===== src/rtl/operand_sequencer.sv =====
// operand_sequencer: latches four operands on start and sends them one at a time on a shared bus.
// Optional abort-on-handshake-loss behaviour is enabled by defining OPSEQ_ABORT_EN.
module operand_sequencer #(
  parameter int          WIDTH       = 8,
  parameter int          HOLD_CYCLES = 1,
  parameter logic [2:0]  READ_CODE   = 3'b001
) (
  input  logic             clk,
  input  logic             reset,
  input  logic             start,
  input  logic [WIDTH-1:0] x_in,
  input  logic [WIDTH-1:0] dx_in,
  input  logic [WIDTH-1:0] a_in,
  input  logic [WIDTH-1:0] u_in,
  input  logic [2:0]       ctrl_state,
  output logic [WIDTH-1:0] data_out,
  output logic             s1,
  output logic             s2,
  output logic             s3,
  output logic             s4,
  output logic             ready,
  output logic             busy,
  output logic             done,
  output logic             err
);

  typedef enum logic [2:0] {
    IDLE      = 3'd0,
    WAIT_READ = 3'd1,
    SEND_X    = 3'd2,
    SEND_DX   = 3'd3,
    SEND_A    = 3'd4,
    SEND_U    = 3'd5,
    READY     = 3'd6,
    DONE      = 3'd7
  } state_t;

  localparam logic [3:0] HOLD_LOAD = 4'(HOLD_CYCLES - 1);

  state_t           state_r, next_state_s;
  logic [3:0]       hold_cnt_r;
  logic [WIDTH-1:0] x_r, dx_r, a_r, u_r;
  logic [WIDTH-1:0] data_s, data_r;
  logic [3:0]       strobe_s, strobe_r;
  logic             ready_r, busy_r, done_r, err_r;
  logic             is_send_s, next_is_send_s, read_s, abort_s;

  // State register
  always_ff @(posedge clk or posedge reset) begin
    if (reset) begin
      state_r <= IDLE;
    end else begin
      state_r <= next_state_s;
    end
  end

  // Next-state logic and Moore decode of the upcoming state into output values
  always_comb begin
    next_state_s   = state_r;
    is_send_s      = 1'b0;
    next_is_send_s = 1'b0;
    read_s         = (ctrl_state == READ_CODE);
    abort_s        = 1'b0;
    data_s         = '0;
    strobe_s       = 4'b0000;

    is_send_s = (state_r == SEND_X) || (state_r == SEND_DX) ||
                (state_r == SEND_A) || (state_r == SEND_U);
`ifdef OPSEQ_ABORT_EN
    abort_s = is_send_s && !read_s;
`else
    abort_s = 1'b0;
`endif

    case (state_r)
      IDLE:      if (start) next_state_s = WAIT_READ; else next_state_s = IDLE;
      WAIT_READ: if (read_s) next_state_s = SEND_X; else next_state_s = WAIT_READ;
      SEND_X:    if (hold_cnt_r == 4'd0) next_state_s = SEND_DX; else next_state_s = SEND_X;
      SEND_DX:   if (hold_cnt_r == 4'd0) next_state_s = SEND_A; else next_state_s = SEND_DX;
      SEND_A:    if (hold_cnt_r == 4'd0) next_state_s = SEND_U; else next_state_s = SEND_A;
      SEND_U:    if (hold_cnt_r == 4'd0) next_state_s = READY; else next_state_s = SEND_U;
      READY:     if (!read_s) next_state_s = DONE; else next_state_s = READY;
      DONE:      next_state_s = IDLE;
      default:   next_state_s = IDLE;
    endcase

    if (abort_s) begin
      next_state_s = IDLE;
    end else begin
      next_state_s = next_state_s;
    end

    next_is_send_s = (next_state_s == SEND_X) || (next_state_s == SEND_DX) ||
                     (next_state_s == SEND_A) || (next_state_s == SEND_U);

    // Operands were latched on the IDLE exit edge, so they are valid before any SEND state
    case (next_state_s)
      SEND_X:  begin data_s = x_r;  strobe_s = 4'b0001; end
      SEND_DX: begin data_s = dx_r; strobe_s = 4'b0010; end
      SEND_A:  begin data_s = a_r;  strobe_s = 4'b0100; end
      SEND_U:  begin data_s = u_r;  strobe_s = 4'b1000; end
      default: begin data_s = '0;   strobe_s = 4'b0000; end
    endcase
  end

  // Hold counter: reload on entry to each SEND state, count down while sending
  always_ff @(posedge clk or posedge reset) begin
    if (reset) begin
      hold_cnt_r <= 4'd0;
    end else if (next_is_send_s && (next_state_s != state_r)) begin
      hold_cnt_r <= HOLD_LOAD;
    end else if (is_send_s && (hold_cnt_r != 4'd0)) begin
      hold_cnt_r <= hold_cnt_r - 4'd1;
    end else begin
      hold_cnt_r <= hold_cnt_r;
    end
  end

  // Operand capture, only on an accepted start
  always_ff @(posedge clk or posedge reset) begin
    if (reset) begin
      x_r  <= '0;
      dx_r <= '0;
      a_r  <= '0;
      u_r  <= '0;
    end else if ((state_r == IDLE) && start) begin
      x_r  <= x_in;
      dx_r <= dx_in;
      a_r  <= a_in;
      u_r  <= u_in;
    end else begin
      x_r  <= x_r;
      dx_r <= dx_r;
      a_r  <= a_r;
      u_r  <= u_r;
    end
  end

  // Output registers, aligned with the state register
  always_ff @(posedge clk or posedge reset) begin
    if (reset) begin
      data_r   <= '0;
      strobe_r <= 4'b0000;
      ready_r  <= 1'b0;
      busy_r   <= 1'b0;
      done_r   <= 1'b0;
      err_r    <= 1'b0;
    end else begin
      data_r   <= data_s;
      strobe_r <= strobe_s;
      ready_r  <= (next_state_s == READY);
      busy_r   <= (next_state_s != IDLE);
      done_r   <= (next_state_s == DONE);
      err_r    <= abort_s;
    end
  end

  assign data_out = data_r;
  assign s1       = strobe_r[0];
  assign s2       = strobe_r[1];
  assign s3       = strobe_r[2];
  assign s4       = strobe_r[3];
  assign ready    = ready_r;
  assign busy     = busy_r;
  assign done     = done_r;
  assign err      = err_r;

endmodule


===== config.mk =====
export PLATFORM = sky130hd
export DESIGN_NAME = operand_sequencer
export DESIGN_NICKNAME = d
export VERILOG_FILES = /design/src/rtl/operand_sequencer.sv
export SDC_FILE = /design/constraint.sdc
export NUM_CORES = 1
export LEC_CHECK = 0
export ABC_AREA = 1
export CORE_UTILIZATION = 54
export DETAILED_ROUTE_END_ITERATION = 16
export GPL_TIMING_DRIVEN = 0
export PLACE_DENSITY = 0.85
export RECOVER_POWER = 100
export SYNTH_ARGS = -nofsm -noshare
export SYNTH_HDL_FRONTEND = slang
export SYNTH_SLANG_ARGS = --single-unit

===== constraint.sdc =====
create_clock -name clk -period 4.7 [get_ports clk]
set_input_delay 0.94 -clock clk [delete_from_list [all_inputs] [get_ports clk]]
set_output_delay 0.94 -clock clk [all_outputs]
set_load 0.03 [all_outputs]

==> flow_summary.yaml <==
power:
  leakagePower_nw: 1.582
  power_density_nw_per_um2: 590.6
  internal_power_mw: 1.062
  vdd_ir_drop_max_uv: 318.8
  clkPwrFrac_pct: 15.6
  seqPwrFrac_pct: 41.0
  combPwrFrac_pct: 43.4
  power.switching_uw: 745.9
  finalPower_mw: 1.808
  switching_share_pct: 41.25
layout:
  fin_cells: 390
  fin_nets: 378
  multi_input_area_um2: 878.3
  antenna_cells: 0
  drive_gt1_share_pct: 5.588
  regArea_um2: 1351
  final_area_um2: 3062
  fillers: 328
  area_growth_pct: 26.72
floorplanning:
  core_area_um2: 4144
  num_rows: 23
  die_y_um: 68.89
  die_area_um2: 4746
  start_util_pct: 58.30
  io-pin-count: 54
  dieWidth_um: 68.89
worst_setup_path:
  max_stage_delay_ns: 0.54
  start_kind: "primary input"
  crit_fanout: 10
  cp_cell_sequence: "dlygate4sd3_1 > nand3_1 > inv_1 > nor2_1 > clkbuf_1 > nand4_1 > nand3b_1"
  crit_arrival_ns: 2.90
  worstPathRequired_ns: 4.94
  crit_slowest_cell: "dlygate4sd3_1"
  timing_worst_setup_path_type: "primary input to flip-flop"
  worst_setup_path_end_kind: "flip-flop"
route:
  dr.pass1.iters: 6
  ant_nets: 0
  route.detailed.drc: 0
  vias: 1992
  avgViaCountPerCell: 5.108
  avgRoutedWirePerCell_um: 12.72
  first_iter_violations: 208
  wirelength_um: 4961
timing:
  max_freq_ghz: 0.3766
  slew_headroom_pct: 15.81
  finClkSkew_ns: 0.004033
  drv_slew: 0
  setup_viol: 0
  setup_tns_ns: 0
  period_share_pct: 56.50
  tightest_slew_ns: 1.250
  period_needed_ns: 2.655
  whs_ns: 0.4877
  rsz0062_at_grt: "false"
  hold_viol_final: 0
cts:
  numClockSinks: 54
  clkSlewWorstSetupHoldPaths_ns: 0.09
  clockRootBuffer: "clkbuf_8"
  hold_buffers: 0
  insertion_delay_ns: 0.30
  cts_buffers: 5
  clk_path_buf_depth: 2
  cts_tree: "yes"
  cts_max_level: 2
  ctsResizeCount: 0
  postCtsSetupRepairBufs: 0
synth:
  synth_area_um2: 2416
  synth_area_leaders: "dfrtp_1, nand2_1, nand3b_1"
  ys_ff_latch: 54
  synth_edf_count: 0
  netlist_instances: 279
  synth_cell_types: 28
  synth_commonest_cells: "nand2_1, dfrtp_1, nand3_1, nor2_1, nand4_1"
  synth-main-ff-cell: "dfrtp_1"
  synth_seq_area_share_pct: 55.93
  avgSynthCellArea_um2: 8.660
  synth_warnings: 0
  synth_fp_nets: 318
  async_flop_share_pct: 100.0
  synth_top_area_share_pct: 55.93
  yosysTopAreaCell: "dfrtp_1"
  synth_most_common_cell: "nand2_1"
placement:
  dp.cells: 382
  dp_hpwl_um: 3648
  place_area_um2: 3019
  gp_congestion: 0.8495
  port_buffers: 52
global_routing:
  globalRouteTotalUtil_pct: 23.63
  grt_pass1_wl_um: 7976
  overflow: 0
  grt_pass1_vias: 1817
  grt_max_degree: 40
  antenna_found_initial: 0
flow_run:
  drv_cap: 0
hold_path:
  min_path_type: "flip-flop to flip-flop"
outcome:
  status: "finished, final reports clean"
final timing paths:
| check | startpoint | endpoint | slack [ns] | depth (start not counted) |
|---|---|---|---|---|
| min in group asynchronous | reset | strobe_r[3]$_DFF_PP0_ | 1.14 | 2 |
| max in group asynchronous | reset | x_r[4]$_DFFE_PP0P_ | 2.94 | 3 |
| hold / removal | dx_r[0]$_DFFE_PP0P_ | dx_r[0]$_DFFE_PP0P_ | 0.49 | 2 |
| setup reg to reg | hold_cnt_r[0]$_DFFE_PP0P_ | data_out[1]$_DFF_PP0_ | 2.37 | 10 |
| setup / recovery | start | data_out[2]$_DFF_PP0_ | 2.04 | 7 |
| hold reg to reg | dx_r[0]$_DFFE_PP0P_ | dx_r[0]$_DFFE_PP0P_ | 0.49 | 2 |
metal layers:
layer / GRT usage [%] / part of all wire (%) / up-vias
met1: 28.95 / 43 / 922
met5: 0 / 0 / -
met4: 7.653 / 1.9 / 0
met3: 5.757 / 6.5 / 8
met2: 40.66 / 49 / 68
li1: - / - / 994
per-stage QoR:
stage | utilization, % | setup WS [ns]
floorplan | - | 2.445
CTS | 75.39 | 2.416
global placement | 72.37 | 1.548
detailed placement | 72.86 | 2.255
finish | 73.88 | 2.045
global route | 73.88 | 1.808
sequential cells by signal (all words and copies together) (netlist names):
name,cells
a_r,8
busy,1
data_out,8
done,1
dx_r,8
hold_cnt_r,4
ready,1
state_r,3
strobe_r,4
u_r,8
x_r,8
power by group through the flow:
stage          logic (mW)  clock network [mW]  registers [mW]
3_3_place_gp        0.840                   0           0.743
2_1_floorplan       0.543                   0           0.809
6_report            0.784               0.282           0.742
5_1_grt             0.879               0.304           0.762
4_1_cts             0.867               0.285           0.742
3_5_place_dp        0.860                   0           0.750
cells in the final DEF (no fill, tap or decap):
master           Yosys  layout
clkinv_1             0       1
dfrtp_1             54      54
buf_12               0       1
buf_6                3       2
clkdlybuf4s50_1      0      34
nand3b_1             8       8
clkbuf_8             1       8
o21ai_0              1       4
ha_1                 1       1
nor3_1               1       1
a21oi_1              3       3
inv_2                4       2
xor2_1               3       3
nand4_1              9      10
nand2_2              2       1
o21bai_1             1       1
buf_4                1       1
o22ai_1              1       1
inv_1                8       9
nand2_1            140     141
clkbuf_1             3       7
nand3_2              3       2
conb_1               1       1
nand3_1             10      11
nor2_1              10      13
dlygate4sd3_1        0      18
clkinv_4             1       2
cell type report:
cell class	count	share of cell area (%)
Clock buffer	7	3.147
Timing Repair Buffer	53	17.65
Clock inverter	1	0.2861
Sequential cell	54	44.14
Inverter	13	1.757
Multi-Input combinational cell	201	28.69
Tap cell	50	2.043
Buffer	11	2.289
worst max-delay path, delay by kind of cell:
family	cells	cell delay, ns
buffers and inverters	3	1.10
AND/OR/NAND/NOR	4	0.85
kinds of logic after synthesis:
family,Yosys count,share of synthesized area [%]
DFF,54,55.93
AOI/OAI and AO/OA,9,2.486
buffers and inverters,24,5.593
and+or+nand+nor,187,34.23
adders and majority gates,1,0.5178
other,1,0.1552
xor gates and xnor gates,3,1.088
Note: power is estimated with default switching activity, not from simulation.
